File: src/rtl/cpu_pkg.sv
// Shared encodings for the cpu_control block: opcodes, ALU codes, mux selects, conditions, FSM states.
// The HALT state exists only when CPU_CONTROL_TRAP_EN is defined.
package cpu_pkg;

    localparam logic [3:0] OP_RTYPE = 4'h0;
    localparam logic [3:0] OP_ANDI  = 4'h1;
    localparam logic [3:0] OP_ORI   = 4'h2;
    localparam logic [3:0] OP_XORI  = 4'h3;
    localparam logic [3:0] OP_MEM   = 4'h4;
    localparam logic [3:0] OP_ADDI  = 4'h5;
    localparam logic [3:0] OP_SHIFT = 4'h8;
    localparam logic [3:0] OP_SUBI  = 4'h9;
    localparam logic [3:0] OP_CMPI  = 4'hB;
    localparam logic [3:0] OP_BCOND = 4'hC;
    localparam logic [3:0] OP_MOVI  = 4'hD;
    localparam logic [3:0] OP_LUI   = 4'hF;

    localparam logic [3:0] EXT_AND    = 4'h1;
    localparam logic [3:0] EXT_OR     = 4'h2;
    localparam logic [3:0] EXT_XOR    = 4'h3;
    localparam logic [3:0] EXT_ADD    = 4'h5;
    localparam logic [3:0] EXT_SUB    = 4'h9;
    localparam logic [3:0] EXT_CMP    = 4'hB;
    localparam logic [3:0] EXT_MOV    = 4'hD;
    localparam logic [3:0] EXT_LOAD   = 4'h0;
    localparam logic [3:0] EXT_STOR   = 4'h4;
    localparam logic [3:0] EXT_JAL    = 4'h8;
    localparam logic [3:0] EXT_JCOND  = 4'hC;
    localparam logic [3:0] EXT_LSHI_L = 4'h0;
    localparam logic [3:0] EXT_LSHI_R = 4'h1;
    localparam logic [3:0] EXT_LSH    = 4'h4;
    localparam logic [3:0] EXT_LUI    = 4'h0;

    typedef enum logic [3:0] {
        ALU_NOP  = 4'd0,
        ALU_ADD  = 4'd1,
        ALU_SUB  = 4'd2,
        ALU_CMP  = 4'd3,
        ALU_AND  = 4'd4,
        ALU_OR   = 4'd5,
        ALU_XOR  = 4'd6,
        ALU_LSH  = 4'd7,
        ALU_LUI  = 4'd8,
        ALU_PASS = 4'd9
    } alu_op_e;

    localparam logic [1:0] PCM_NEXT  = 2'd0;
    localparam logic [1:0] PCM_REG   = 2'd1;
    localparam logic [1:0] PCM_ALU   = 2'd2;
    localparam logic [1:0] A2M_REG   = 2'd0;
    localparam logic [1:0] A2M_IMM4  = 2'd1;
    localparam logic [1:0] A2M_SEIMM = 2'd2;
    localparam logic [1:0] RWM_MEM   = 2'd0;
    localparam logic [1:0] RWM_PC    = 2'd1;
    localparam logic [1:0] RWM_MOV   = 2'd2;

    localparam logic [3:0] COND_EQ = 4'd0;
    localparam logic [3:0] COND_NE = 4'd1;
    localparam logic [3:0] COND_CS = 4'd2;
    localparam logic [3:0] COND_CC = 4'd3;
    localparam logic [3:0] COND_HI = 4'd4;
    localparam logic [3:0] COND_LS = 4'd5;
    localparam logic [3:0] COND_GT = 4'd6;
    localparam logic [3:0] COND_LE = 4'd7;
    localparam logic [3:0] COND_FS = 4'd8;
    localparam logic [3:0] COND_FC = 4'd9;
    localparam logic [3:0] COND_LO = 4'd10;
    localparam logic [3:0] COND_HS = 4'd11;
    localparam logic [3:0] COND_LT = 4'd12;
    localparam logic [3:0] COND_GE = 4'd13;
    localparam logic [3:0] COND_UC = 4'd14;
    localparam logic [3:0] COND_NV = 4'd15;

    typedef enum logic [2:0] {
        FETCH  = 3'd0,
        DECODE = 3'd1,
        EXEC   = 3'd2,
        LD_RD  = 3'd3,
        LD_WB  = 3'd4,
        ST_WR  = 3'd5
`ifdef CPU_CONTROL_TRAP_EN
        , HALT = 3'd6
`endif
    } state_e;

    // cond_pc marks a conditional PC update resolved against live flags in EXEC
    typedef struct packed {
        logic    pc_en;
        logic    ir_en;
        logic    mem_w2e;
        logic    reg_we;
        logic    psr_en;
        logic    lui_m;
        logic    mov_m;
        logic    cond_pc;
        logic [1:0] pc_m;
        logic [1:0] a2m;
        logic [1:0] rwm;
        alu_op_e alu_op;
    } ctrl_t;

    function automatic ctrl_t alu_ctrl(input alu_op_e op, input logic [1:0] a2m,
                                       input logic we, input logic psr);
        ctrl_t c;
        c        = '0;
        c.pc_en  = 1'b1;
        c.alu_op = op;
        c.a2m    = a2m;
        c.reg_we = we;
        c.psr_en = psr;
        c.mov_m  = we;
        c.rwm    = we ? RWM_MOV : RWM_MEM;
        return c;
    endfunction

    function automatic ctrl_t mov_ctrl(input logic [1:0] a2m);
        ctrl_t c;
        c        = '0;
        c.pc_en  = 1'b1;
        c.reg_we = 1'b1;
        c.rwm    = RWM_MOV;
        c.a2m    = a2m;
        return c;
    endfunction

endpackage

File: src/rtl/cpu_control_if.sv
// Controller <-> datapath bundle: latched instruction and PSR flags in, enables and mux selects out.
// The halted line exists only when CPU_CONTROL_TRAP_EN is defined.
interface cpu_control_if #(
    parameter int SIZE = 16
);
    logic [SIZE-1:0] instr;
    logic [1:0]      flags1;
    logic [2:0]      flags2;
    logic            pc_en;
    logic            ir_en;
    logic            MemW1e;
    logic            MemW2e;
    logic            RegWe;
    logic            psr_en;
    logic            LUIm;
    logic            Movm;
    logic [1:0]      PCm;
    logic [1:0]      A2m;
    logic [1:0]      RWm;
    logic [3:0]      AluOp;
`ifdef CPU_CONTROL_TRAP_EN
    logic            halted;
`endif

    modport master (
        input  instr, flags1, flags2,
        output pc_en, ir_en, MemW1e, MemW2e, RegWe, psr_en, LUIm, Movm, PCm, A2m, RWm, AluOp
`ifdef CPU_CONTROL_TRAP_EN
        , output halted
`endif
    );

    modport slave (
        output instr, flags1, flags2,
        input  pc_en, ir_en, MemW1e, MemW2e, RegWe, psr_en, LUIm, Movm, PCm, A2m, RWm, AluOp
`ifdef CPU_CONTROL_TRAP_EN
        , input halted
`endif
    );
endinterface

File: src/rtl/cpu_control_cond_eval.sv
// Branch/jump condition evaluator: cond field plus PSR flags {F,C} and {Z,N,L} -> take.
module cond_eval
    import cpu_pkg::*;
(
    input  logic [3:0] cond,
    input  logic [1:0] flags1,
    input  logic [2:0] flags2,
    output logic       take
);
    logic f_s, c_s, z_s, n_s, l_s;

    assign {f_s, c_s}      = flags1;
    assign {z_s, n_s, l_s} = flags2;

    // Condition table; code 15 is the never-taken encoding
    always_comb begin
        take = 1'b0;
        case (cond)
            COND_EQ: take = z_s;
            COND_NE: take = !z_s;
            COND_CS: take = c_s;
            COND_CC: take = !c_s;
            COND_HI: take = l_s;
            COND_LS: take = !l_s;
            COND_GT: take = n_s;
            COND_LE: take = !n_s;
            COND_FS: take = f_s;
            COND_FC: take = !f_s;
            COND_LO: take = !l_s && !z_s;
            COND_HS: take = l_s || z_s;
            COND_LT: take = !n_s && !z_s;
            COND_GE: take = n_s || z_s;
            COND_UC: take = 1'b1;
            COND_NV: take = 1'b0;
            default: take = 1'b0;
        endcase
    end
endmodule

File: src/rtl/cpu_control.sv
// Multicycle Moore control FSM for the 16-bit CPU with registered enables and mux selects.
// Define CPU_CONTROL_TRAP_EN to trap undefined encodings into HALT (adds the halted output).
module cpu_control
    import cpu_pkg::*;
#(
    parameter int SIZE = 16
) (
    input  logic          clk,
    input  logic          reset,
    cpu_control_if.master bus
);
    state_e          state_q, state_d;
    state_e          dec_state_s;
    ctrl_t           ctrl_q, ctrl_d, dec_ctrl_s;
    logic            undef_s;
    logic            take_s;
    logic            unused_s;
    logic [SIZE-1:0] instr_s;
    logic [3:0]      op_s;
    logic [3:0]      ext_s;
`ifdef CPU_CONTROL_TRAP_EN
    logic            halted_q, halted_d;
`endif

    assign instr_s  = bus.instr;
    assign op_s     = instr_s[15:12];
    assign ext_s    = instr_s[7:4];
    assign unused_s = ^instr_s;

    cond_eval u_cond_eval (
        .cond   (instr_s[11:8]),
        .flags1 (bus.flags1),
        .flags2 (bus.flags2),
        .take   (take_s)
    );

    // Instruction decode: EXEC-phase controls and successor state for the latched instruction
    always_comb begin
        dec_ctrl_s  = '0;
        dec_state_s = EXEC;
        undef_s     = 1'b0;
        case (op_s)
            OP_RTYPE: begin
                case (ext_s)
                    EXT_ADD: dec_ctrl_s = alu_ctrl(ALU_ADD, A2M_REG, 1'b1, 1'b1);
                    EXT_SUB: dec_ctrl_s = alu_ctrl(ALU_SUB, A2M_REG, 1'b1, 1'b1);
                    EXT_CMP: dec_ctrl_s = alu_ctrl(ALU_CMP, A2M_REG, 1'b0, 1'b1);
                    EXT_AND: dec_ctrl_s = alu_ctrl(ALU_AND, A2M_REG, 1'b1, 1'b0);
                    EXT_OR:  dec_ctrl_s = alu_ctrl(ALU_OR,  A2M_REG, 1'b1, 1'b0);
                    EXT_XOR: dec_ctrl_s = alu_ctrl(ALU_XOR, A2M_REG, 1'b1, 1'b0);
                    EXT_MOV: dec_ctrl_s = mov_ctrl(A2M_REG);
                    default: undef_s    = 1'b1;
                endcase
            end
            OP_ADDI: dec_ctrl_s = alu_ctrl(ALU_ADD, A2M_SEIMM, 1'b1, 1'b1);
            OP_SUBI: dec_ctrl_s = alu_ctrl(ALU_SUB, A2M_SEIMM, 1'b1, 1'b1);
            OP_CMPI: dec_ctrl_s = alu_ctrl(ALU_CMP, A2M_SEIMM, 1'b0, 1'b1);
            OP_ANDI: dec_ctrl_s = alu_ctrl(ALU_AND, A2M_IMM4, 1'b1, 1'b0);
            OP_ORI:  dec_ctrl_s = alu_ctrl(ALU_OR,  A2M_IMM4, 1'b1, 1'b0);
            OP_XORI: dec_ctrl_s = alu_ctrl(ALU_XOR, A2M_IMM4, 1'b1, 1'b0);
            OP_MOVI: dec_ctrl_s = mov_ctrl(A2M_SEIMM);
            OP_SHIFT: begin
                case (ext_s)
                    EXT_LSH:    dec_ctrl_s = alu_ctrl(ALU_LSH, A2M_REG, 1'b1, 1'b0);
                    EXT_LSHI_L: dec_ctrl_s = alu_ctrl(ALU_LSH, A2M_IMM4, 1'b1, 1'b0);
                    EXT_LSHI_R: dec_ctrl_s = alu_ctrl(ALU_LSH, A2M_IMM4, 1'b1, 1'b0);
                    default:    undef_s    = 1'b1;
                endcase
            end
            OP_LUI: begin
                if (ext_s == EXT_LUI) begin
                    dec_ctrl_s       = alu_ctrl(ALU_LUI, A2M_IMM4, 1'b1, 1'b0);
                    dec_ctrl_s.lui_m = 1'b1;
                end else begin
                    undef_s = 1'b1;
                end
            end
            OP_BCOND: begin
                dec_ctrl_s.pc_en   = 1'b1;
                dec_ctrl_s.a2m     = A2M_SEIMM;
                dec_ctrl_s.alu_op  = ALU_ADD;
                dec_ctrl_s.pc_m    = PCM_ALU;
                dec_ctrl_s.cond_pc = 1'b1;
            end
            OP_MEM: begin
                case (ext_s)
                    EXT_LOAD: dec_state_s = LD_RD;
                    EXT_STOR: begin
                        dec_state_s        = ST_WR;
                        dec_ctrl_s.pc_en   = 1'b1;
                        dec_ctrl_s.mem_w2e = 1'b1;
                    end
                    EXT_JAL: begin
                        dec_ctrl_s.pc_en  = 1'b1;
                        dec_ctrl_s.reg_we = 1'b1;
                        dec_ctrl_s.rwm    = RWM_PC;
                        dec_ctrl_s.pc_m   = PCM_REG;
                    end
                    EXT_JCOND: begin
                        dec_ctrl_s.pc_en   = 1'b1;
                        dec_ctrl_s.pc_m    = PCM_REG;
                        dec_ctrl_s.cond_pc = 1'b1;
                    end
                    default: undef_s = 1'b1;
                endcase
            end
            default: undef_s = 1'b1;
        endcase
    end

    // Next state and next registered outputs; outputs are computed for the state being entered
    always_comb begin
        state_d = state_q;
        ctrl_d  = '0;
        case (state_q)
            FETCH: begin
                // ir_en low here only in the idle cycle right after reset
                if (ctrl_q.ir_en) begin
                    state_d = DECODE;
                end else begin
                    ctrl_d.ir_en = 1'b1;
                end
            end
            DECODE: begin
                if (undef_s) begin
`ifdef CPU_CONTROL_TRAP_EN
                    state_d = HALT;
`else
                    state_d      = EXEC;
                    ctrl_d.pc_en = 1'b1;
`endif
                end else begin
                    state_d = dec_state_s;
                    ctrl_d  = dec_ctrl_s;
                end
            end
            LD_RD: begin
                state_d       = LD_WB;
                ctrl_d.pc_en  = 1'b1;
                ctrl_d.reg_we = 1'b1;
                ctrl_d.rwm    = RWM_MEM;
            end
            EXEC, LD_WB, ST_WR: begin
                state_d      = FETCH;
                ctrl_d.ir_en = 1'b1;
            end
`ifdef CPU_CONTROL_TRAP_EN
            HALT: state_d = HALT;
`endif
            default: state_d = FETCH;
        endcase
`ifdef CPU_CONTROL_TRAP_EN
        halted_d = (state_d == HALT);
`endif
    end

    // FSM state and output registers
    always_ff @(posedge clk or negedge reset) begin
        if (!reset) begin
            state_q  <= FETCH;
            ctrl_q   <= '0;
`ifdef CPU_CONTROL_TRAP_EN
            halted_q <= 1'b0;
`endif
        end else begin
            state_q  <= state_d;
            ctrl_q   <= ctrl_d;
`ifdef CPU_CONTROL_TRAP_EN
            halted_q <= halted_d;
`endif
        end
    end

    assign bus.pc_en  = ctrl_q.pc_en;
    assign bus.ir_en  = ctrl_q.ir_en;
    assign bus.MemW1e = 1'b0;
    assign bus.MemW2e = ctrl_q.mem_w2e;
    assign bus.RegWe  = ctrl_q.reg_we;
    assign bus.psr_en = ctrl_q.psr_en;
    assign bus.LUIm   = ctrl_q.lui_m;
    assign bus.Movm   = ctrl_q.mov_m;
    assign bus.A2m    = ctrl_q.a2m;
    assign bus.RWm    = ctrl_q.rwm;
    assign bus.AluOp  = ctrl_q.alu_op;
    // Conditional PC select resolves against the live PSR flags during EXEC
    assign bus.PCm    = (ctrl_q.cond_pc && !take_s) ? PCM_NEXT : ctrl_q.pc_m;
`ifdef CPU_CONTROL_TRAP_EN
    assign bus.halted = halted_q;
`endif
endmodule
File: src/flat_wrapper.sv
// flat-port wrapper written by rule: the top's interface ports become plain ports
module cpu_control_flat import cpu_pkg::*;
#(
    parameter int SIZE = 16
)
  (clk, reset, bus_instr, bus_flags1, bus_flags2, bus_pc_en, bus_ir_en, bus_MemW1e, bus_MemW2e, bus_RegWe, bus_psr_en, bus_LUIm, bus_Movm, bus_PCm, bus_A2m, bus_RWm, bus_AluOp);
  cpu_control_if #(.SIZE(SIZE)) bus_i ();
  input  logic clk;
  input  logic reset;
  input wire logic [$bits(bus_i.instr)-1:0] bus_instr;
  input wire logic [$bits(bus_i.flags1)-1:0] bus_flags1;
  input wire logic [$bits(bus_i.flags2)-1:0] bus_flags2;
  output wire logic [$bits(bus_i.pc_en)-1:0] bus_pc_en;
  output wire logic [$bits(bus_i.ir_en)-1:0] bus_ir_en;
  output wire logic [$bits(bus_i.MemW1e)-1:0] bus_MemW1e;
  output wire logic [$bits(bus_i.MemW2e)-1:0] bus_MemW2e;
  output wire logic [$bits(bus_i.RegWe)-1:0] bus_RegWe;
  output wire logic [$bits(bus_i.psr_en)-1:0] bus_psr_en;
  output wire logic [$bits(bus_i.LUIm)-1:0] bus_LUIm;
  output wire logic [$bits(bus_i.Movm)-1:0] bus_Movm;
  output wire logic [$bits(bus_i.PCm)-1:0] bus_PCm;
  output wire logic [$bits(bus_i.A2m)-1:0] bus_A2m;
  output wire logic [$bits(bus_i.RWm)-1:0] bus_RWm;
  output wire logic [$bits(bus_i.AluOp)-1:0] bus_AluOp;
  assign bus_i.instr = bus_instr;
  assign bus_i.flags1 = bus_flags1;
  assign bus_i.flags2 = bus_flags2;
  assign bus_pc_en = bus_i.pc_en;
  assign bus_ir_en = bus_i.ir_en;
  assign bus_MemW1e = bus_i.MemW1e;
  assign bus_MemW2e = bus_i.MemW2e;
  assign bus_RegWe = bus_i.RegWe;
  assign bus_psr_en = bus_i.psr_en;
  assign bus_LUIm = bus_i.LUIm;
  assign bus_Movm = bus_i.Movm;
  assign bus_PCm = bus_i.PCm;
  assign bus_A2m = bus_i.A2m;
  assign bus_RWm = bus_i.RWm;
  assign bus_AluOp = bus_i.AluOp;
  cpu_control #(.SIZE(SIZE)) u_core (.clk(clk), .reset(reset), .bus(bus_i));
endmodule
File: config.mk
export PLATFORM = sky130hd
export DESIGN_NAME = cpu_control_flat
export DESIGN_NICKNAME = d
export VERILOG_FILES = /design/src/rtl/cpu_pkg.sv /design/src/rtl/cpu_control_if.sv /design/src/rtl/cpu_control_cond_eval.sv /design/src/rtl/cpu_control.sv /design/src/flat_wrapper.sv
export SDC_FILE = /design/constraint.sdc
export NUM_CORES = 1
export LEC_CHECK = 0
export CAP_MARGIN = 20
export CORE_MARGIN = 2
export CORE_UTILIZATION = 49
export DETAILED_ROUTE_END_ITERATION = 8
export PLACE_DENSITY = 0.8
export SLEW_MARGIN = 5
export SYNTH_ARGS = -nofsm -noshare
export SYNTH_HDL_FRONTEND = slang
export SYNTH_HIERARCHICAL = 1
export SYNTH_SLANG_ARGS = --single-unit
export TNS_END_PERCENT = 50
File: constraint.sdc
create_clock -name clk -period 2.05 [get_ports clk]
set_input_delay 0.41 -clock clk [delete_from_list [all_inputs] [get_ports clk]]
set_output_delay 0.41 -clock clk [all_outputs]
set_load 0.03 [all_outputs]
==> flow_metrics.env, run 1 <==
export IMPL_multi_input_area_um2=936
export IMPL_synthTopCellsByArea="dfrtp_1 34%, nor2_1 6.3%, nand2b_1 4.8%"
export IMPL_die_area_um2=3650
export IMPL_finClkSkew_ns=0.00207
export IMPL_hold_viol_final=0
export IMPL_dpl_hpwl_um=3330
export IMPL_power_leakage_nw=1.00
export IMPL_tns_ns=-0.345
export IMPL_ioPinCount=41
export IMPL_first_iter_violations=109
export IMPL_mostFrequentLayoutCells="47 x buf_4, 26 x nor2_1, 24 x clkdlybuf4s50_1, 21 x dfrtp_1, 13 x a21oi_1"
export IMPL_drc=0
export IMPL_violations="negative setup slack"
export IMPL_vias_per_cell=5.65
export IMPL_h_tree_depth=1
export IMPL_yosysTopAreaCell="dfrtp_1"
export IMPL_layout_commonest_cell="buf_4"
export IMPL_die_y_um=60.4
export IMPL_maxCapViolCount=0
export IMPL_syn_area_per_cell_um2=8.33
export IMPL_layout_nets=278
export IMPL_crit_type="primary input to primary output"
export IMPL_ys_warn_count=6
export IMPL_synth_enable_flop_cells=0
export IMPL_synth_async_reset_ratio_pct=100
export IMPL_grt_use_total_pct=25.1
export IMPL_numPortBuffers=35
export IMPL_rows=20
export IMPL_hp_class="primary input to async pin"
export IMPL_worst_slack_ns=-0.173
export IMPL_antenna_found_initial=0
export IMPL_fillers=226
export IMPL_vias=1683
export IMPL_hold_ws_ns=0.276
export IMPL_path_clk_slew_ns=0.12
export IMPL_regToRegSetupSlack_ns=0.36
export IMPL_synth_nets=210
export IMPL_maxSlewViolCount=0
export IMPL_wire_per_inst_um=14.6
export IMPL_seq_area_frac_synth_pct=33.7
export IMPL_clock_latency_ns=0.30
export IMPL_grt_overflow_total=0
export IMPL_cts_buffers=3
export IMPL_setup_worst_path_end_class="primary output"
export IMPL_ff2ff_path_depth=5
export IMPL_ys_dominant_reg_cell="dfrtp_1"
export IMPL_ctsRootBufferMaster="clkbuf_4"
export IMPL_arrival_ns=1.81
export IMPL_synth_cells=187
export IMPL_fin_crit_sh_pct=108
export IMPL_min_period_ns=2.22
export IMPL_r2r_end="u_core/bus.AluOp[0]$_DFF_PN0_"
export IMPL_rsz0062_at_grt="yes"
export IMPL_drt_antenna_violating_nets=0
export IMPL_core_area_um2=3030
export IMPL_antenna_cells=0
export IMPL_die_w_um=60.4
export IMPL_synth_seq_cells=21
export IMPL_fmax_ghz=0.450
export IMPL_final_design_area_no_fill_um2=2270
export IMPL_power_per_cell_area_nw_per_um2=394
export IMPL_start_kind="primary input"
export IMPL_gp_congestion=0.930
export IMPL_crit_fanout=2
export IMPL_initial_utilization_pct=51.4
export IMPL_dr_pass1_iters=4
export IMPL_fin_util_pct=75.1
export IMPL_ff_latch_area_um2=526
export IMPL_synth_top_area_share_pct=33.7
export IMPL_setup_viol=2
export IMPL_grt_max_degree=20
export IMPL_grt_pass1_wl_um=6990
export IMPL_cts_tree="yes"
export IMPL_yosys_cell_types_count=54
export IMPL_placed_area_um2=2180
export IMPL_drive_above_1_share_pct=31.1
export IMPL_wirelength_um=4350
export IMPL_cts_hold_repair_buffers=0
export IMPL_area_growth_pct=46.0
export IMPL_grt_pass1_vias=1581
export IMPL_synth_area_um2=1560
export IMPL_status="finished with violations"
export IMPL_ir_drop_uv=201
export IMPL_cts_max_path_buffers=2
export IMPL_cts_sinks=21
export IMPL_crit_required_ns=1.64
export IMPL_dpl_worst_slack_ns=-1.13
export IMPL_timing_rr_start="u_core/state_q[2]$_DFFE_PN0N_"
-- synth_stat cells, types with 2 or more instances --
master    instances
inv_1             5
a21oi_1          13
nor4_1            3
buf_4             9
o21ai_0           8
nand2b_1         12
buf_2             5
xnor2_1           2
nor3b_1           2
o21a_1            3
dfrtp_1          21
buf_1             2
nor2b_1           7
a211oi_2          2
clkbuf_1          2
nand2_1           9
nor2_1           26
nand3_1           3
buf_6             2
nor3_1            9
and2_1            2
o31ai_1           3
mux2i_1           2
a31oi_1           4
a21o_1            2
-- flip-flops by register name (all words and copies together) (netlist names) --
register           count
u_core/bus.AluOp       4
u_core/ctrl_q          3
u_core/state_q         3
u_core/bus.A2m         2
u_core/bus.RWm         2
u_core/bus.LUIm        1
u_core/bus.MemW2e      1
u_core/bus.Movm        1
u_core/bus.RegWe       1
u_core/bus.ir_en       1
u_core/bus.pc_en       1
u_core/bus.psr_en      1
-- what timing repair did --
item | 4_1_cts | 5_1_grt
pin swaps | 7 | 1
setup endpoints to repair | 2 | 3
hold endpoints to repair | 0 | 0
gates resized for setup | 59 | 2
setup buffers | 2 | 0
-- cells by family (layout without fill, tap and decap cells) --
| kind of cell | count (synthesis) | in the layout | share of synthesized area (%) |
|---|---|---|---|
| AND/OR/NAND/NOR | 88 | 88 | 31.9 |
| AO/OA/AOI/OAI | 48 | 48 | 22.2 |
| buffers and inverters | 25 | 92 | 9.56 |
| flip-flops | 21 | 21 | 33.7 |
| XOR/XNOR | 2 | 2 | 1.12 |
| multiplexers | 2 | 2 | 1.29 |
| other | 1 | 1 | 0.241 |
-- worst max-delay path, stage by stage --
cell	delay, ns
buf_8	0.10
nor3b_4	0.22
o31ai_4	0.09
a211o_1	0.28
a221o_1	0.32
nand2b_4	0.14
and2_4	0.13
buf_6	0.13
-- layout make-up --
| class | count | area share [%] |
|---|---|---|
| Clock inverter | 1 | 0.220 |
| Inverter | 5 | 0.825 |
| Tap cell | 44 | 2.42 |
| Clock buffer | 3 | 0.990 |
| Sequential cell | 21 | 23.1 |
| Timing Repair Buffer | 83 | 31.3 |
| Multi-Input combinational cell | 141 | 41.1 |
-- per-stage QoR --
stage	power, mW	std cells
3_3_place_gp	0.679	292
4_1_cts	0.893	298
6_report	0.896	298
3_5_place_dp	0.687	292
5_1_grt	0.941	298
2_1_floorplan	0.553	187
-- report_power, final --
group | internal [mW] | leakage, nW | total, mW | switching, mW
registers | 0.415 | 0.289 | 0.415 | 0.000408
clock network | 0.0727 | 0.0177 | 0.200 | 0.128
logic | 0.144 | 0.696 | 0.281 | 0.137
total | 0.632 | 1.00 | 0.896 | 0.265
-- worst max path at each step --
stage / startpoint / end / slack [ns] / cells after the start
5_1_grt: bus_flags2[0] / bus_PCm[0] / -0.21 / 8
6_report: bus_flags2[0] / bus_PCm[0] / -0.17 / 8
3_5_place_dp: bus_instr[8] / bus_PCm[0] / -1.13 / 9
2_1_floorplan: bus_instr[8] / bus_PCm[0] / -0.02 / 7
4_1_cts: bus_flags2[0] / bus_PCm[0] / -0.17 / 8
3_3_place_gp: bus_instr[9] / bus_PCm[0] / -1.03 / 8
-- per-layer routing --
layer	GRT usage, %	routed length (um)
met3	2.35	229
met5	0	0
met4	8.25	79
met2	48.1	2280
met1	29.0	1770
Note: power is estimated with default switching activity, not from simulation.
==> inputs of run 2 (changes only) <==
CAP_MARGIN = 10   (was 20)
==> results of run 2 <==
The final DEF is identical to that of run 1; final timing and power are the same.
==> inputs of run 3 (changes only) <==
GPL_ROUTABILITY_DRIVEN = 0   (was not set)
==> run 3 against run 2 <==
The run still ends with negative setup slack left. Power barely moved. Design area fell by 2.2%. Sequential share of layout area grew 0.52 points. Critical path type unchanged. Critical endpoint is now bus_PCm[1].
==> flow_metrics.env, run 3 (synthesis results as in run 1) <==
export IMPL_status="finished with violations"
export IMPL_violations="negative setup slack"
export IMPL_drc=0
export IMPL_postCtsSetupBuffers=0
export IMPL_finClkSkew_ns=0.00973
export IMPL_tns_ns=-0.285
export IMPL_hold_viol_final=0
export IMPL_vias=1672
export IMPL_ir_drop_uv=206
export IMPL_rsz0062_at_grt="yes"
export IMPL_multi_input_area_um2=938
export IMPL_start_kind="primary input"
export IMPL_die_area_um2=3650
export IMPL_cts_max_path_buffers=2
export IMPL_drt_antenna_violating_nets=0
export IMPL_antenna_found_initial=0
export IMPL_power_mw=0.896
export IMPL_first_iter_violations=103
export IMPL_grt_use_total_pct=27.3
export IMPL_ioPinCount=41
export IMPL_min_period_ns=2.19
export IMPL_vias_per_cell=5.75
export IMPL_ctsRootBufferMaster="clkbuf_4"
export IMPL_drive_above_1_share_pct=29.1
export IMPL_setup_viol=2
export IMPL_dpl_hpwl_um=3290
export IMPL_die_y_um=60.4
export IMPL_antenna_cells=0
export IMPL_ff2ff_path_depth=5
export IMPL_clock_latency_ns=0.31
export IMPL_ff_latch_area_um2=526
export IMPL_r2r_end="u_core/bus.AluOp[0]$_DFF_PN0_"
export IMPL_timing_rr_start="u_core/state_q[2]$_DFFE_PN0N_"
export IMPL_area_growth_pct=42.8
export IMPL_largest_register_ffs=4
export IMPL_rows=20
export IMPL_layout_commonest_cell="buf_4"
export IMPL_fin_cells=291
export IMPL_power_per_cell_area_nw_per_um2=403
export IMPL_cts_tree="yes"
export IMPL_wirelength_um=4400
export IMPL_die_w_um=60.4
export IMPL_fin_crit_sh_pct=107
export IMPL_maxSlewViolCount=0
export IMPL_mostFrequentLayoutCells="40 x buf_4, 26 x nor2_1, 24 x clkdlybuf4s50_1, 21 x dfrtp_1, 13 x a21oi_1"
export IMPL_cts_hold_repair_buffers=0
export IMPL_dr_pass1_iters=5
export IMPL_path_clk_slew_ns=0.13
export IMPL_setup_worst_path_end_class="primary output"
export IMPL_crit_fanout=5
export IMPL_wire_per_inst_um=15.1
export IMPL_worst_slack_ns=-0.144
export IMPL_fmax_ghz=0.456
export IMPL_initial_utilization_pct=51.4
export IMPL_fillers=227
export IMPL_grt_overflow_total=0
export IMPL_grt_pass1_vias=1666
export IMPL_crit_type="primary input to primary output"
export IMPL_arrival_ns=1.78
export IMPL_layout_nets=271
export IMPL_hold_ws_ns=0.444
export IMPL_numPortBuffers=35
export IMPL_hp_class="primary input to async pin"
export IMPL_h_tree_depth=1
export IMPL_grt_pass1_wl_um=7410
export IMPL_power_leakage_nw=0.972
export IMPL_maxCapViolCount=0
export IMPL_placed_cells=287
export IMPL_cts_sinks=21
export IMPL_dpl_worst_slack_ns=-1.12
export IMPL_grt_max_degree=22
export IMPL_crit_required_ns=1.64
export IMPL_core_area_um2=3030
export IMPL_cts_buffers=3
export IMPL_regToRegSetupSlack_ns=0.26
-- run 3: worst max-delay path by stage --
| stage | end | slack, ns | start |
|---|---|---|---|
| 3_5_place_dp | bus_PCm[0] | -1.12 | bus_instr[8] |
| 5_1_grt | bus_PCm[1] | -0.23 | bus_instr[9] |
| 2_1_floorplan | bus_PCm[0] | -0.02 | bus_instr[8] |
| 4_1_cts | bus_PCm[0] | -0.13 | bus_instr[8] |
| 6_report | bus_PCm[1] | -0.14 | bus_instr[11] |
| 3_3_place_gp | bus_PCm[0] | -1.03 | bus_instr[9] |
-- run 3: area by class of cell --
| class | instances | area share, % |
|---|---|---|
| Timing Repair Buffer | 76 | 29.6 |
| Clock buffer | 3 | 1.01 |
| Tap cell | 44 | 2.47 |
| Sequential cell | 21 | 23.6 |
| Clock inverter | 1 | 0.225 |
| Multi-Input combinational cell | 141 | 42.2 |
| Inverter | 5 | 0.844 |
-- run 3: timing repair --
item	4_1_cts	5_1_grt
pin swaps	7	1
setup endpoints to repair	2	2
resized for setup	61	1
-- run 3: metrics by stage --
stage | utilization (%) | instance area (um^2)
after detailed placement | 70.8 | 2140
after CTS | 73.5 | 2220
after global placement | 70.8 | 2140
after floorplan | - | 1560
after global routing | 73.5 | 2220
final | 73.5 | 2220
-- run 3: per-layer routing --
metal / GRT usage (%) / part of all wire [%]
met1: 30.0 / 38
met2: 48.0 / 53
met3: 5.76 / 5.4
met5: 0 / 0
met4: 16.8 / 3.5
-- run 3: where the power goes --
group / internal [mW] / total [mW] / switching, mW
logic: 0.139 / 0.277 / 0.138
registers: 0.415 / 0.415 / 0.000430
clock network: 0.0728 / 0.204 / 0.131
-- run 3: worst max-delay path, stage by stage --
cell and delay, ns:
dlygate4sd2_1 0.28, nand2b_1 0.15, a31oi_1 0.17, o32ai_1 0.09, a221o_1 0.27, nand2b_4 0.14
and2_4 0.13, buf_6 0.13
==> patch 1: new RTL, settings of run 2 <==
Re-encode `state_e` (6 states) as one-hot, 6 bits wide.
--- a/src/rtl/cpu_pkg.sv
+++ b/src/rtl/cpu_pkg.sv
@@ -72,11 +72,11 @@
     localparam logic [3:0] COND_NV = 4'd15;
 
-    typedef enum logic [2:0] {
-        FETCH  = 3'd0,
-        DECODE = 3'd1,
-        EXEC   = 3'd2,
-        LD_RD  = 3'd3,
-        LD_WB  = 3'd4,
-        ST_WR  = 3'd5
+    typedef enum logic [5:0] {
+        FETCH  = 6'b000001,
+        DECODE = 6'b000010,
+        EXEC   = 6'b000100,
+        LD_RD  = 6'b001000,
+        LD_WB  = 6'b010000,
+        ST_WR  = 6'b100000
 `ifdef CPU_CONTROL_TRAP_EN
         , HALT = 3'd6
Function: no difference found for any inputs over 10 cycles, from zero or initial values and one cycle with reset low; not proved beyond that.
==> patch 1 against run 2 <==
Sequential cell count is 3 higher. Combinational power rose by 67%. Clock power increased by 19%. Routed wire length decreased by 3.4%. The run still ends with setup timing left. Power increased by 40%. Fmax is 2.2% higher. Final area is 3.5% higher. Worst setup slack improved by 48 ps. Highest routed layer unchanged. Register-to-register slack lost 140 ps. Area after synthesis increased by 7.1%.
==> patch 1: results (changes against run 2) <==
metric,value,unit,change
setup violators final,2,,unchanged
Tot GR Track Use,0.235,,was 0.251
max FFs per register,6,,was 4
CP max stage delay,510,ps,was 320 ps
share of layout cells above drive strength 1,0.299,,was 0.311
largest net degree at the start of global routing,25,,was 20
CP startpoint,bus_instr[9],,was bus_flags2[0]
crit-path max FO,6,,was 2
final setup margin,-125,ps,was -173 ps
status,"finished, violations left",,unchanged
WL per Instance,14.1,µm,was 14.6 µm
synth unique cells,58,,was 54
post-route setup TNS,-247,ps,was -345 ps
CP top delay family,simple AND/OR/NAND/NOR gates,,was compound AO/OA/AOI/OAI gates
Routability Congestion,0.870,,was 0.930
Nets,275,,was 278
HPWL Detailed,3100,µm,was 3330 µm
Via density,5.63,,was 5.65
Arrival @ worst endpoint,1760,ps,was 1810 ps
Worst VDD drop,274,µV,was 201 µV
failing checks,setup timing,,unchanged
vias in the first global route,1683,,"was 1,581"
CP startpoint kind,primary input,,unchanged
most frequent cells after synthesis,"dfrtp_1, nor2_1, nand2b_1",,"was nor2_1, dfrtp_1, a21oi_1"
IO Port Bufs,35,,unchanged
top post-synthesis cells by area,"dfrtp_1, buf_4, nand2b_1, nor2_1, o21ai_0",,"was dfrtp_1, nor2_1, nand2b_1, buf_4, a21oi_1"
sequential share of the synthesized area,0.361,,was 0.337
[patch 1: changes by cell type in the layout (fill, tap and decap cells not counted), sizes merged, moves of 3 or more]
cell	delta
nor2	-9
buf	-6
clkdlybuf4s50	-5
dlymetal6s2s	+5
a21oi	-3
nand3	+3
o21ai	+3
[patch 1: cells by family (layout without fill, tap and decap cells)]
group	after synthesis	in the layout	synth area share
other	1	1	0.00225
AO/OA/AOI/OAI	52	52	0.223
AND/OR/NAND/NOR	84	84	0.298
XOR/XNOR	3	3	0.0157
buffers and inverters	25	85	0.0892
flip-flops	24	24	0.361
multiplexers	2	2	0.0120
[patch 1: path summary, 6_finish.rpt]
kind / slack [ps] / endpoint / cells past startpoint
worst min register to register: 510 / u_core/bus.ir_en$_DFF_PN0_ / 1
min in group clk: 510 / u_core/bus.ir_en$_DFF_PN0_ / 1
worst min-delay path: 440 / u_core/bus.LUIm$_DFF_PN0_ / 2
worst max-delay path: -120 / bus_PCm[0] / 8
max in group asynchronous: 1330 / u_core/state_q[0]$_DFFE_PN1N_ / 2
worst max register to register: 220 / u_core/bus.AluOp[3]$_DFF_PN0_ / 5
[patch 1: cell type report]
| type | instances | area (µm²) |
|---|---|---|
| clock buffers | 4 | 36.3 |
| fillers | 262 | 957 |
| inverters | 4 | 15.0 |
| multi-input cells | 142 | 952 |
| flip-flops and latches | 24 | 602 |
| well taps | 46 | 57.6 |
| repair buffers | 77 | 691 |
[patch 1: routing by layer]
| layer | vias to the layer above | share of wire | global-route usage |
|---|---|---|---|
| met4 | 0 | 0.037 | 0.125 |
| met5 | - | 0 | 0 |
| met3 | 17 | 0.056 | 0.0308 |
| met1 | 761 | 0.41 | 0.286 |
| met2 | 89 | 0.50 | 0.405 |
| li1 | 804 | - | - |
[patch 1: timing repair]
action	CTS	global route
resized for setup	57	12
endpoints found under the hold margin	0	0
setup buffers	2	0
endpoints found under the setup margin	8	9
pin swaps	9	2
[patch 1: through the flow]
step	area, µm²	std cells	hold WS [ps]	utilization	worst slack (ps)
6_report	2350	297	436	0.711	-125
5_1_grt	2350	297	448	0.711	-174
4_1_cts	2330	297	442	0.703	-118
3_5_place_dp	2260	291	487	0.682	-1130
3_3_place_gp	2260	291	459	0.682	-1050
2_1_floorplan	1670	191	114	-	-17.1
[patch 1: where the power goes]
group | total, mW | switching (mW) | internal (mW) | leakage (nW)
clock network | 0.238 | 0.129 | 0.108 | 0.0210
registers | 0.551 | 0.0322 | 0.519 | 0.329
logic | 0.468 | 0.237 | 0.231 | 0.719
total | 1.26 | 0.399 | 0.859 | 1.07
==> patch 2: new RTL, settings of run 2 <==
Made on the original files. Make the reset (`reset`) synchronous in one clocked block.
--- a/src/rtl/cpu_control.sv
+++ b/src/rtl/cpu_control.sv
@@ -156,5 +156,5 @@
 
     // FSM state and output registers
-    always_ff @(posedge clk or negedge reset) begin
+    always_ff @(posedge clk) begin
         if (!reset) begin
             state_q  <= FETCH;
Behaviour: differs if reset is asserted again (counterexample within 4 cycles, from zero or initial values and one cycle with reset low); with reset held inactive, the same outputs for 10 cycles.
==> patch 2 against run 2 <==
The run still ends with setup timing left. First-iteration DRC count shrank 50%. Final area shrank 11%. Hold slack gained 210 ps. Routed wire length shrank 15%. Power shrank 0.14%. Worst setup slack gained 49 ps. Area after synthesis shrank 8.4%. Combinational power shrank 4%. Critical path depth is the same. Sequential cell count is the same. Synthesized cell count shrank 13%. Count of clock-buffer cells in the layout is the same. Clock power grew 2%. Critical path type unchanged.
==> patch 2: results (changes against run 2) <==
metric,value,unit,change
max FFs per register,4,,unchanged
htree depth,1,,unchanged
most frequent cells after synthesis,"dfxtp_1, buf_4, nor2_1, nor3_1",,"was nor2_1, dfrtp_1, a21oi_1"
Worst VDD drop,413,µV,was 201 µV
final setup margin,-123,ps,was -173 ps
Routability Congestion,0.857,,was 0.930
Routed Antenna Nets,0,,unchanged
initial antenna violation count,0,,unchanged
HPWL Detailed,2890,µm,was 3330 µm
largest net degree at the start of global routing,13,,was 20
Via density,5.69,,was 5.65
leakage,0.788,nW,was 1.00 nW
DRT iter0 DRCs,54,,was 109
sequential share of the synthesized area,0.294,,was 0.337
setup violators final,2,,unchanged
"FFs w/ async S/R, synth",0,,was 1.00
clock buffer depth,2,,unchanged
"Net Count, Synth",185,,was 210
drt pass-1 iters,4,,unchanged
top post-synthesis cells by area,"dfxtp_1, buf_4, nand2b_1, nor2b_1, nor3_1",,"was dfrtp_1, nor2_1, nand2b_1, buf_4, a21oi_1"
failing checks,setup timing,,unchanged
Nets,242,,was 278
Arrival @ worst endpoint,1760,ps,was 1810 ps
Total Wirelength,3690,µm,was 4350 µm
antenna cell count,0,,unchanged
synth unique cells,59,,was 54
status,"finished, violations left",,unchanged
"CTS clk-pin slew, worst paths",120,ps,about the same
total CTS buffers,3,,unchanged
Synth Area in Adders,0,,unchanged
Post-Synth XOR/XNOR Area,0.00613,,was 0.0112
area occupied by multi-input gates,903,µm²,was 936 µm²
IO Port Bufs,35,,unchanged
Final Non-Filler Cells,249,,was 298
Cells after Synth,162,,was 187
post-synthesis mux area share,0.0289,,was 0.0129
"Top FF cell, synth",dfxtp_1,,was dfrtp_1
first-pass GRT wire length,6060,µm,was 6990 µm
# fillers,211,,was 226
share of layout cells above drive strength 1,0.335,,was 0.311
Compound-Gate Fraction of Synth Area,0.220,,was 0.222
CTS root buffer,clkbuf_4,,unchanged
Worst-Skew Late Latency,300,ps,about the same
total number of yosys warnings,6,,unchanged
clk_skew,1.84,ps,was 2.07 ps
Tot GR Track Use,0.228,,was 0.251
HP Class,flip-flop to flip-flop,,was primary input to async pin
crit-path max FO,3,,was 2
-- patch 2: cell type report --
| cell class | instances | area share |
|---|---|---|
| inverter | 3 | 0.00557 |
| tap | 31 | 0.0192 |
| timing repair buffer | 73 | 0.307 |
| clock buffer | 3 | 0.0111 |
| multi-input combinational | 117 | 0.447 |
| clock inverter | 1 | 0.00248 |
| sequential | 21 | 0.208 |
-- patch 2: path summary, 6_finish.rpt --
kind | from | to | slack (ps) | cells past startpoint
setup / recovery | bus_flags2[1] | bus_PCm[0] | -120 | 8
hold / removal | u_core/state_q[1]$_SDFFE_PN0N_ | u_core/state_q[0]$_SDFFE_PN0N_ | 490 | 1
setup reg to reg | u_core/state_q[2]$_SDFFE_PN0N_ | u_core/bus.RWm[0]$_SDFF_PP0_ | 500 | 5
hold reg to reg | u_core/state_q[1]$_SDFFE_PN0N_ | u_core/state_q[0]$_SDFFE_PN0N_ | 490 | 1
-- patch 2: timing repair --
| item | CTS | global route |
|---|---|---|
| buffers inserted | 0 | 0 |
| hold buffers | 0 | 0 |
| pin swaps | 8 | 3 |
| endpoints found under the setup margin | 2 | 2 |
| gates resized for setup | 53 | 8 |
-- patch 2: per-stage QoR --
step	utilization	hold WS, ps	setup TNS (ps)	setup slack (ps)	instance area [µm²]
after CTS	0.721	489	-236	-119	1990
after floorplan	-	438	-34.3	-17.1	1430
after detailed placement	0.706	468	-3820	-1120	1950
after global routing	0.733	524	-338	-170	2020
after global placement	0.706	448	-2990	-1020	1950
final	0.733	488	-243	-123	2020
-- patch 2: critical path, stage by stage --
cell and delay (ps):
dlygate4sd2_1 260, nand2b_4 150, a31oi_4 180, o32ai_2 100, a221o_1 260, nand2b_4 140, and2_4 130, buf_6 130
-- patch 2: logic make-up (layout without fill, tap and decap cells) --
logic type / Yosys count / in the layout
compound gates: 38 / 38
simple gates: 73 / 73
buf+inv: 24 / 80
mux: 4 / 4
flops: 21 / 21
xor+xnor: 1 / 1
other cells: 1 / 1
-- patch 2: layer usage --
layer | global-route usage | vias up | wire length [µm] | part of all wire
met3 | 0.0201 | 8 | 77 | 0.021
met1 | 0.277 | 668 | 1530 | 0.41
met4 | 0.0698 | 0 | 80 | 0.022
met5 | 0 | - | 0 | 0
met2 | 0.420 | 30 | 2010 | 0.54
li1 | - | 710 | - | -
-- patch 2: power breakdown --
part           switching (mW)  internal (mW)
Combinational           0.130          0.139
Clock                   0.131         0.0727
Sequential            0.00550          0.417
